<file path="src/rtl/ep_reg_file_if.sv">
// ---------------------------------------------------------------------------
// ep_reg_file_if
// Host-side register bus for the endpoint register file.
//
// Signals:
//   busAddr     host -> regfile   4-bit register address
//   busDataIn   host -> regfile   8-bit write data
//   busWEn      host -> regfile   write enable, qualified by busStrobe
//   busStrobe   host -> regfile   one-cycle access strobe
//   busDataOut  regfile -> host   registered read data (1-cycle latency)
//
// Modports: master (host side), slave (register file side).
// ---------------------------------------------------------------------------
interface ep_reg_file_if;
    logic [3:0] busAddr;
    logic [7:0] busDataIn;
    logic       busWEn;
    logic       busStrobe;
    logic [7:0] busDataOut;

    modport master (
        output busAddr,
        output busDataIn,
        output busWEn,
        output busStrobe,
        input  busDataOut
    );

    modport slave (
        input  busAddr,
        input  busDataIn,
        input  busWEn,
        input  busStrobe,
        output busDataOut
    );
endinterface

</file>
<file path="src/rtl/ep_reg_file.sv">
// ---------------------------------------------------------------------------
// ep_reg_file
// Host register file for the endpoint controller. Holds per-endpoint control
// bits, an interrupt status/mask pair and read-only views of endpoint status
// and transaction types. A rising edge on an endpoint's "transaction done"
// flag drops that endpoint's ready bit and latches its interrupt status bit.
//
// Ports:
//   clk                      clock, all state on rising edge
//   rst                      asynchronous active-low reset
//   bus                      host register bus (slave modport)
//   clrEPnRdy        (n=0..3) level done flags from the endpoint mux
//   endPnStatusReg   (n=0..3) 8-bit endpoint status (read-only view)
//   endPnTransTypeReg, endPnNAKTransTypeReg  2-bit transaction types
//   endPnControlReg  (n=0..3) 5-bit control: [0] enable, [1] ready,
//                            [2] outDataSeq, [3] sendStall, [4] isoEnable
//   epIntr                   registered level interrupt to the host
//
// Register map:
//   0x0-0x3  EPn control      RW, 5 bits, upper 3 read 0
//   0x4-0x7  EPn status       RO
//   0x8      intStatus        RW1C, bits[3:0]
//   0x9      intMask          RW, bits[3:0]
//   0xA      transType        RO, {EP3,EP2,EP1,EP0}
//   0xB      NAK transType    RO, {EP3,EP2,EP1,EP0}
//   0xC-0xF  reserved, read 0, writes ignored
// ---------------------------------------------------------------------------
module ep_reg_file #(
    parameter int NUM_EP = 4
) (
    input  logic              clk,
    input  logic              rst,

    ep_reg_file_if.slave      bus,

    input  logic              clrEP0Rdy,
    input  logic              clrEP1Rdy,
    input  logic              clrEP2Rdy,
    input  logic              clrEP3Rdy,

    input  logic [7:0]        endP0StatusReg,
    input  logic [7:0]        endP1StatusReg,
    input  logic [7:0]        endP2StatusReg,
    input  logic [7:0]        endP3StatusReg,

    input  logic [1:0]        endP0TransTypeReg,
    input  logic [1:0]        endP1TransTypeReg,
    input  logic [1:0]        endP2TransTypeReg,
    input  logic [1:0]        endP3TransTypeReg,

    input  logic [1:0]        endP0NAKTransTypeReg,
    input  logic [1:0]        endP1NAKTransTypeReg,
    input  logic [1:0]        endP2NAKTransTypeReg,
    input  logic [1:0]        endP3NAKTransTypeReg,

    output logic [4:0]        endP0ControlReg,
    output logic [4:0]        endP1ControlReg,
    output logic [4:0]        endP2ControlReg,
    output logic [4:0]        endP3ControlReg,

    output logic              epIntr
);

    localparam logic [3:0] ADDR_INT_STATUS = 4'h8;
    localparam logic [3:0] ADDR_INT_MASK   = 4'h9;
    localparam logic [3:0] ADDR_TRANS_TYPE = 4'hA;
    localparam logic [3:0] ADDR_NAK_TYPE   = 4'hB;

    localparam int CTRL_READY = 1;

    logic                   wr_en;
    logic                   rd_en;

    logic [NUM_EP-1:0]      clr_rdy_now;
    logic [NUM_EP-1:0]      clr_rdy_q;
    logic [NUM_EP-1:0]      done_pulse;

    logic [NUM_EP-1:0][4:0] ctrl_q;
    logic [NUM_EP-1:0][4:0] ctrl_d;

    logic [NUM_EP-1:0]      int_status_q;
    logic [NUM_EP-1:0]      int_status_d;
    logic [NUM_EP-1:0]      int_clr;
    logic [NUM_EP-1:0]      int_mask_q;
    logic [NUM_EP-1:0]      int_mask_d;

    logic                   ep_intr_q;
    logic                   ep_intr_d;

    logic [7:0]             bus_data_out_q;
    logic [7:0]             bus_data_out_d;
    logic [7:0]             rd_data;

    logic [NUM_EP-1:0][7:0] ep_status;
    logic [2*NUM_EP-1:0]    trans_type_packed;
    logic [2*NUM_EP-1:0]    nak_type_packed;

    // No register is wider than 5 bits, so the top of the write data is dropped.
    logic                   unused_wdata_hi;
    assign unused_wdata_hi = ^bus.busDataIn[7:5];

    assign wr_en = bus.busStrobe &  bus.busWEn;
    assign rd_en = bus.busStrobe & ~bus.busWEn;

    assign clr_rdy_now = {clrEP3Rdy, clrEP2Rdy, clrEP1Rdy, clrEP0Rdy};

    // History resets to 0, so a flag already high at reset release still
    // produces exactly one pulse on the first clock.
    assign done_pulse = clr_rdy_now & ~clr_rdy_q;

    assign ep_status[0] = endP0StatusReg;
    assign ep_status[1] = endP1StatusReg;
    assign ep_status[2] = endP2StatusReg;
    assign ep_status[3] = endP3StatusReg;

    assign trans_type_packed = {endP3TransTypeReg, endP2TransTypeReg,
                                endP1TransTypeReg, endP0TransTypeReg};
    assign nak_type_packed   = {endP3NAKTransTypeReg, endP2NAKTransTypeReg,
                                endP1NAKTransTypeReg, endP0NAKTransTypeReg};

    // Control registers: a host write loads all five bits, but a done pulse
    // in the same cycle still drops ready.
    always_comb begin
        ctrl_d = ctrl_q;
        for (int i = 0; i < NUM_EP; i++) begin
            if (wr_en && (bus.busAddr == 4'(i))) begin
                ctrl_d[i] = bus.busDataIn[4:0];
            end
            if (done_pulse[i]) begin
                ctrl_d[i][CTRL_READY] = 1'b0;
            end
        end
    end

    // Interrupt status: write-one-to-clear, with a same-cycle set winning.
    always_comb begin
        int_clr = '0;
        if (wr_en && (bus.busAddr == ADDR_INT_STATUS)) begin
            int_clr = bus.busDataIn[NUM_EP-1:0];
        end
        int_status_d = (int_status_q & ~int_clr) | done_pulse;
    end

    always_comb begin
        int_mask_d = int_mask_q;
        if (wr_en && (bus.busAddr == ADDR_INT_MASK)) begin
            int_mask_d = bus.busDataIn[NUM_EP-1:0];
        end
    end

    // Interrupt reflects the previous cycle's registered status and mask.
    assign ep_intr_d = |(int_status_q & int_mask_q);

    always_comb begin
        rd_data = 8'h00;
        case (bus.busAddr)
            4'h0, 4'h1, 4'h2, 4'h3: rd_data = {3'b000, ctrl_q[bus.busAddr[1:0]]};
            4'h4, 4'h5, 4'h6, 4'h7: rd_data = ep_status[bus.busAddr[1:0]];
            ADDR_INT_STATUS:        rd_data = {4'h0, int_status_q};
            ADDR_INT_MASK:          rd_data = {4'h0, int_mask_q};
            ADDR_TRANS_TYPE:        rd_data = trans_type_packed;
            ADDR_NAK_TYPE:          rd_data = nak_type_packed;
            default:                rd_data = 8'h00;
        endcase
    end

    assign bus_data_out_d = rd_en ? rd_data : bus_data_out_q;

    always_ff @(posedge clk or negedge rst) begin
        if (!rst) begin
            clr_rdy_q      <= '0;
            ctrl_q         <= '0;
            int_status_q   <= '0;
            int_mask_q     <= '0;
            ep_intr_q      <= 1'b0;
            bus_data_out_q <= 8'h00;
        end else begin
            clr_rdy_q      <= clr_rdy_now;
            ctrl_q         <= ctrl_d;
            int_status_q   <= int_status_d;
            int_mask_q     <= int_mask_d;
            ep_intr_q      <= ep_intr_d;
            bus_data_out_q <= bus_data_out_d;
        end
    end

    assign bus.busDataOut   = bus_data_out_q;
    assign endP0ControlReg  = ctrl_q[0];
    assign endP1ControlReg  = ctrl_q[1];
    assign endP2ControlReg  = ctrl_q[2];
    assign endP3ControlReg  = ctrl_q[3];
    assign epIntr           = ep_intr_q;

endmodule

</file>
<file path="src/flat_wrapper.sv">
// flat-port wrapper written by rule: the top's interface ports become plain ports
module ep_reg_file_flat 
#(
    parameter int NUM_EP = 4
)
  (clk, rst, clrEP0Rdy, clrEP1Rdy, clrEP2Rdy, clrEP3Rdy, endP0StatusReg, endP1StatusReg, endP2StatusReg, endP3StatusReg, endP0TransTypeReg, endP1TransTypeReg, endP2TransTypeReg, endP3TransTypeReg, endP0NAKTransTypeReg, endP1NAKTransTypeReg, endP2NAKTransTypeReg, endP3NAKTransTypeReg, endP0ControlReg, endP1ControlReg, endP2ControlReg, endP3ControlReg, epIntr, bus_busAddr, bus_busDataIn, bus_busWEn, bus_busStrobe, bus_busDataOut);
  ep_reg_file_if bus_i ();
  input  logic clk;
  input  logic rst;
  input  logic clrEP0Rdy;
  input  logic clrEP1Rdy;
  input  logic clrEP2Rdy;
  input  logic clrEP3Rdy;
  input  logic [7:0] endP0StatusReg;
  input  logic [7:0] endP1StatusReg;
  input  logic [7:0] endP2StatusReg;
  input  logic [7:0] endP3StatusReg;
  input  logic [1:0] endP0TransTypeReg;
  input  logic [1:0] endP1TransTypeReg;
  input  logic [1:0] endP2TransTypeReg;
  input  logic [1:0] endP3TransTypeReg;
  input  logic [1:0] endP0NAKTransTypeReg;
  input  logic [1:0] endP1NAKTransTypeReg;
  input  logic [1:0] endP2NAKTransTypeReg;
  input  logic [1:0] endP3NAKTransTypeReg;
  output logic [4:0] endP0ControlReg;
  output logic [4:0] endP1ControlReg;
  output logic [4:0] endP2ControlReg;
  output logic [4:0] endP3ControlReg;
  output logic epIntr;
  input wire logic [$bits(bus_i.busAddr)-1:0] bus_busAddr;
  input wire logic [$bits(bus_i.busDataIn)-1:0] bus_busDataIn;
  input wire logic [$bits(bus_i.busWEn)-1:0] bus_busWEn;
  input wire logic [$bits(bus_i.busStrobe)-1:0] bus_busStrobe;
  output wire logic [$bits(bus_i.busDataOut)-1:0] bus_busDataOut;
  assign bus_i.busAddr = bus_busAddr;
  assign bus_i.busDataIn = bus_busDataIn;
  assign bus_i.busWEn = bus_busWEn;
  assign bus_i.busStrobe = bus_busStrobe;
  assign bus_busDataOut = bus_i.busDataOut;
  ep_reg_file #(.NUM_EP(NUM_EP)) u_core (.clk(clk), .rst(rst), .bus(bus_i), .clrEP0Rdy(clrEP0Rdy), .clrEP1Rdy(clrEP1Rdy), .clrEP2Rdy(clrEP2Rdy), .clrEP3Rdy(clrEP3Rdy), .endP0StatusReg(endP0StatusReg), .endP1StatusReg(endP1StatusReg), .endP2StatusReg(endP2StatusReg), .endP3StatusReg(endP3StatusReg), .endP0TransTypeReg(endP0TransTypeReg), .endP1TransTypeReg(endP1TransTypeReg), .endP2TransTypeReg(endP2TransTypeReg), .endP3TransTypeReg(endP3TransTypeReg), .endP0NAKTransTypeReg(endP0NAKTransTypeReg), .endP1NAKTransTypeReg(endP1NAKTransTypeReg), .endP2NAKTransTypeReg(endP2NAKTransTypeReg), .endP3NAKTransTypeReg(endP3NAKTransTypeReg), .endP0ControlReg(endP0ControlReg), .endP1ControlReg(endP1ControlReg), .endP2ControlReg(endP2ControlReg), .endP3ControlReg(endP3ControlReg), .epIntr(epIntr));
endmodule
</file>
<file path="config.mk">
export PLATFORM = sky130hd
export DESIGN_NAME = ep_reg_file_flat
export DESIGN_NICKNAME = d
export VERILOG_FILES = /design/src/rtl/ep_reg_file_if.sv /design/src/rtl/ep_reg_file.sv /design/src/flat_wrapper.sv
export SDC_FILE = /design/constraint.sdc
export NUM_CORES = 1
export LEC_CHECK = 0
export ABC_AREA = 1
export BUFFER_PORTS_ARGS = -buffer_cell sky130_fd_sc_hd__buf_4
export CAP_MARGIN = 20
export CORE_MARGIN = 10
export CORE_UTILIZATION = 44
export DETAILED_ROUTE_END_ITERATION = 10
export PLACE_DENSITY = 0.82
export SETUP_SLACK_MARGIN = 0.2
export SLEW_MARGIN = 20
export SYNTH_ARGS = -nofsm -noshare
export SYNTH_HDL_FRONTEND = slang
export SYNTH_SLANG_ARGS = --single-unit
</file>
<file path="constraint.sdc">
create_clock -name clk -period 0.9 [get_ports clk]
set_input_delay 0.225 -clock clk [delete_from_list [all_inputs] [get_ports clk]]
set_output_delay 0.225 -clock clk [all_outputs]
set_load 0.03 [all_outputs]
</file>
==> summary.md <==
The tools report the leakage power as 2.448 nW. The run gives 42.38% as the register area share after synthesis. In this run the critical register-to-register path is launched from u_core.endP1ControlReg[2].

The endpoint type of the worst setup path is a register. Number of vias per cell after detailed routing: 6.219. The number of rows created at floorplan came out at 26. The number of pins with negative max-slew slack in the final report is 0. The path with the worst hold slack has its endpoint at u_core.clr_rdy_q[0].

The run gives 0 as the number of antenna violations at the first check in global routing. The area growth from synthesis to final layout works out to 101.8%. Counting every sink on the clock net gives 41. TritonCTS built the clock tree. Netlist area before placement: 0.002421 sq mm. The flop and latch count out of synthesis is 41.

Once detailed placement completed, the half-perimeter wirelength came to 6340 microns. In this run the most critical hold path is launched from clrEP0Rdy. The H-tree depth is 2, and the number of cells traversed by the worst hold path is 1. The total CTS buffers is 5. For the smallest setup slack after layout, the log shows -634.8 ps.

For the worst setup slack after placement, the log shows -344.6 ps. The run gives 46.23% as the effective utilization at floorplan. Headroom to the max-slew limit came out at 70.88%.

The tools report the number of iterations in the first detailed-routing pass as 8. The number of global-route vias before repair came out at 3479. For the overall global routing resource usage, the log shows 24.70%. The final critical path takes up 170.5% of the cycle. The flow ran to the end, but the final reports show violations. The antenna diode count was 0; the final critical-path required period was 1535 ps.

The global-route congestion overflow total is 0, and the clock slew seen by the registers of the worst setup and hold paths is 90 ps. The footprint of the multi-input gates was 0.001579 sq mm; the mean area per synthesized cell was 7.059 sq um. The final reports fail on negative setup slack. Measured in cells, the most critical reg-to-reg path has a length of 8.

The placed instances occupy a cell area of 0.003543 sq mm. In this run the critical register-to-register path is captured at u_core.bus.busDataOut[2]. Path type of the worst min-delay path: input pin to register. The worst clock skew was 8.269 ps. Of all nets on the critical path, the largest fanout is 2. The post-route netlist has 56.33% of its cells at a drive strength greater than 1. The clock root buffer master is sky130_fd_sc_hd__clkbuf_8. The number of instances in the synthesized netlist is 343, and the last weighted congestion value of the routability-driven placer is 0.8316. The horizontal die dimension is 94.18 microns, and the maximum achievable frequency is 0.6516 GHz. The detail route stage leaves a number of antenna-violating nets equal to 0. Synthesis produced a netlist with a net count of 411. The detailed router placed 3725 vias in this run.

The number of buffer cells added on primary ports was 93; the total detailed-routing wirelength was 15290 microns. The area taken by flip-flops and latches is 0.001060 sq mm, and the die area is 0.008870 sq mm. The logs give 1.885 mV for the worst supply voltage drop on vdd and 416 for the number of design-rule violations left by the first detailed-router iteration. Yosys printed 0 warnings. Counting distinct cell types in the post-synthesis netlist gives 23. For this run, design rule violations remaining after detail routing come to 0.

In the final routed layout, each cell accounts on average for 25.52 microns. The floorplan die height was 94.18 microns; the wire length of the first global-routing pass was 17310 microns. The tool flagged a number of max-cap violations equal to 0. The number of nets in the layout is 596, and the clock latency on the worst-skew pair is 300 ps. The required time of the worst setup path was 1100 ps; the number of failing hold endpoints at the final stage was 0. The run gives 162 as the fill cell total of the finished layout.

The number of I/O pins was 97; the pin count of the biggest net entering global routing was 42. After routing the design area is 0.004886 sq mm. The slew at the pin with the worst max-slew slack came out at 436.4 ps. Data on the critical path arrives at its endpoint at 1740 ps.

Counting along the longest clock path gives a buffer depth of 2. Across all register-to-register paths, the minimum setup slack is -630 ps. Setup repair after global routing could not meet its margin everywhere. The core region is 0.005238 sq mm. Critical path startpoint category: a register. Final setup violation count: 49. The critical path in this run is classified as register to register. Power density normalized to cell area: 1543 mW/mm^2.
-- cell families after synthesis --
kind of cell / synth area share, %
AND/OR/NAND/NOR: 41.55
flip-flops: 42.38
AO/OA/AOI/OAI: 7.648
buffers and inverters: 8.424
-- worst max path at each step --
stage | from | endpoint | slack (ps) | cells past startpoint
floorplan | bus_busAddr[0] | u_core.bus.busDataOut[4] | -120 | 11
global placement | bus_busAddr[2] | u_core.bus.busDataOut[4] | -320 | 10
detailed placement | bus_busAddr[2] | u_core.bus.busDataOut[4] | -340 | 10
CTS | u_core.endP1ControlReg[2] | endP1ControlReg[2] | -300 | 2
global route | u_core.endP1ControlReg[2] | u_core.bus.busDataOut[2] | -640 | 8
finish | u_core.endP1ControlReg[2] | u_core.bus.busDataOut[2] | -630 | 8
-- per-stage QoR --
| stage | hold slack, ps | power (mW) | std cells | util (%) | setup TNS, ps |
|---|---|---|---|---|---|
| 3_5_place_dp | 196.9 | 4.396 | 543 | 67.65 | -9488 |
| 5_1_grt | 3.855 | 7.761 | 599 | 93.29 | -12190 |
| 6_report | 32.93 | 7.541 | 599 | 93.29 | -11020 |
| 3_3_place_gp | 195.5 | 4.343 | 543 | 67.65 | -8505 |
| 4_1_cts | 34.27 | 6.681 | 582 | 86.05 | -8350 |
| 2_1_floorplan | -70.59 | 3.322 | 343 | - | -1965 |
-- report_power, final --
part	switching, mW	internal (mW)	total, mW	leakage [nW]
clock network	0.737	0.904	1.64	0.0574
registers	0.270	2.12	2.39	0.476
logic	1.78	1.73	3.51	1.91
total	2.79	4.75	7.54	2.45
-- metal layers --
metal | wire length [microns] | track usage (%) | vias to the layer above
met5 | 0 | 0 | -
met4 | 1305 | 15.44 | 0
met3 | 1802 | 7.594 | 146
met2 | 7183 | 41.88 | 392
met1 | 4996 | 26.03 | 1718
li1 | - | - | 1469
-- Yosys cell counts (all sizes together) --
cell type | instances | area, sq um
a21oi | 4 | 20.02
nand3 | 24 | 135.1
buf | 5 | 56.30
nand2 | 192 | 738.2
nor2 | 13 | 107.6
dfrtp | 41 | 1026
nand4 | 4 | 25.02
o22ai | 4 | 25.02
clkbuf | 3 | 41.29
inv | 25 | 106.4
o21ai | 28 | 140.1
-- placed cells by master, fill, tap and decap left out, types with 2 or more instances in the layout --
cell,n
sky130_fd_sc_hd__a21oi_1,2
sky130_fd_sc_hd__a21oi_2,2
sky130_fd_sc_hd__buf_12,12
sky130_fd_sc_hd__buf_16,3
sky130_fd_sc_hd__buf_4,83
sky130_fd_sc_hd__buf_6,80
sky130_fd_sc_hd__clkbuf_8,6
sky130_fd_sc_hd__clkinv_8,2
sky130_fd_sc_hd__dfrtp_1,14
sky130_fd_sc_hd__dfrtp_2,27
sky130_fd_sc_hd__inv_1,21
sky130_fd_sc_hd__inv_6,3
sky130_fd_sc_hd__nand2_1,153
sky130_fd_sc_hd__nand2_2,27
sky130_fd_sc_hd__nand2_4,9
sky130_fd_sc_hd__nand2_8,6
sky130_fd_sc_hd__nand3_1,19
sky130_fd_sc_hd__nand3_2,2
sky130_fd_sc_hd__nand3_4,4
sky130_fd_sc_hd__nand4_1,4
sky130_fd_sc_hd__nor2_1,4
sky130_fd_sc_hd__nor2_2,2
sky130_fd_sc_hd__nor2_4,6
sky130_fd_sc_hd__o21ai_1,13
sky130_fd_sc_hd__o21ai_2,15
sky130_fd_sc_hd__o22ai_2,2
sky130_fd_sc_hd__o22ai_4,2
-- repair_timing --
action / 4_1_cts / 5_1_grt
pin swaps: 49 / 44
endpoints found under the hold margin: 41 / 0
endpoints found under the setup margin: 66 / 66
resized for setup: 136 / 60
hold buffers: 1 / 0
buffers inserted: 22 / 16
gates cloned: 8 / 1
-- sequential cells by signal (all words and copies together), names as in the netlist --
register and flops:
u_core.endP0ControlReg 5, u_core.epIntr 1, u_core.endP3ControlReg 5, u_core.clr_rdy_q 4, u_core.endP1ControlReg 5, u_core.int_status_q 4, u_core.int_mask_q 4, u_core.endP2ControlReg 5
u_core.bus.busDataOut 8
-- critical path, cell delays in order (launching register included) --
cell                      delay, ps
sky130_fd_sc_hd__dfrtp_2        460
sky130_fd_sc_hd__nand2_1        200
sky130_fd_sc_hd__nand2_1        140
sky130_fd_sc_hd__nand2_1        100
sky130_fd_sc_hd__nand2_1        140
sky130_fd_sc_hd__nand2_1        150
sky130_fd_sc_hd__nand3_1        110
sky130_fd_sc_hd__nand2_1         80
sky130_fd_sc_hd__nand2_1         50
-- area by class of cell --
cell class,count,area share (%)
repair buffers,180,38.51
clock inverters,2,0.7682
repair inverters,2,0.3585
multi-input cells,273,32.32
flip-flops and latches,41,21.69
inverters,25,2.868
well taps,70,1.793
clock buffers,6,1.690
Power figures use the tool's default switching activity.
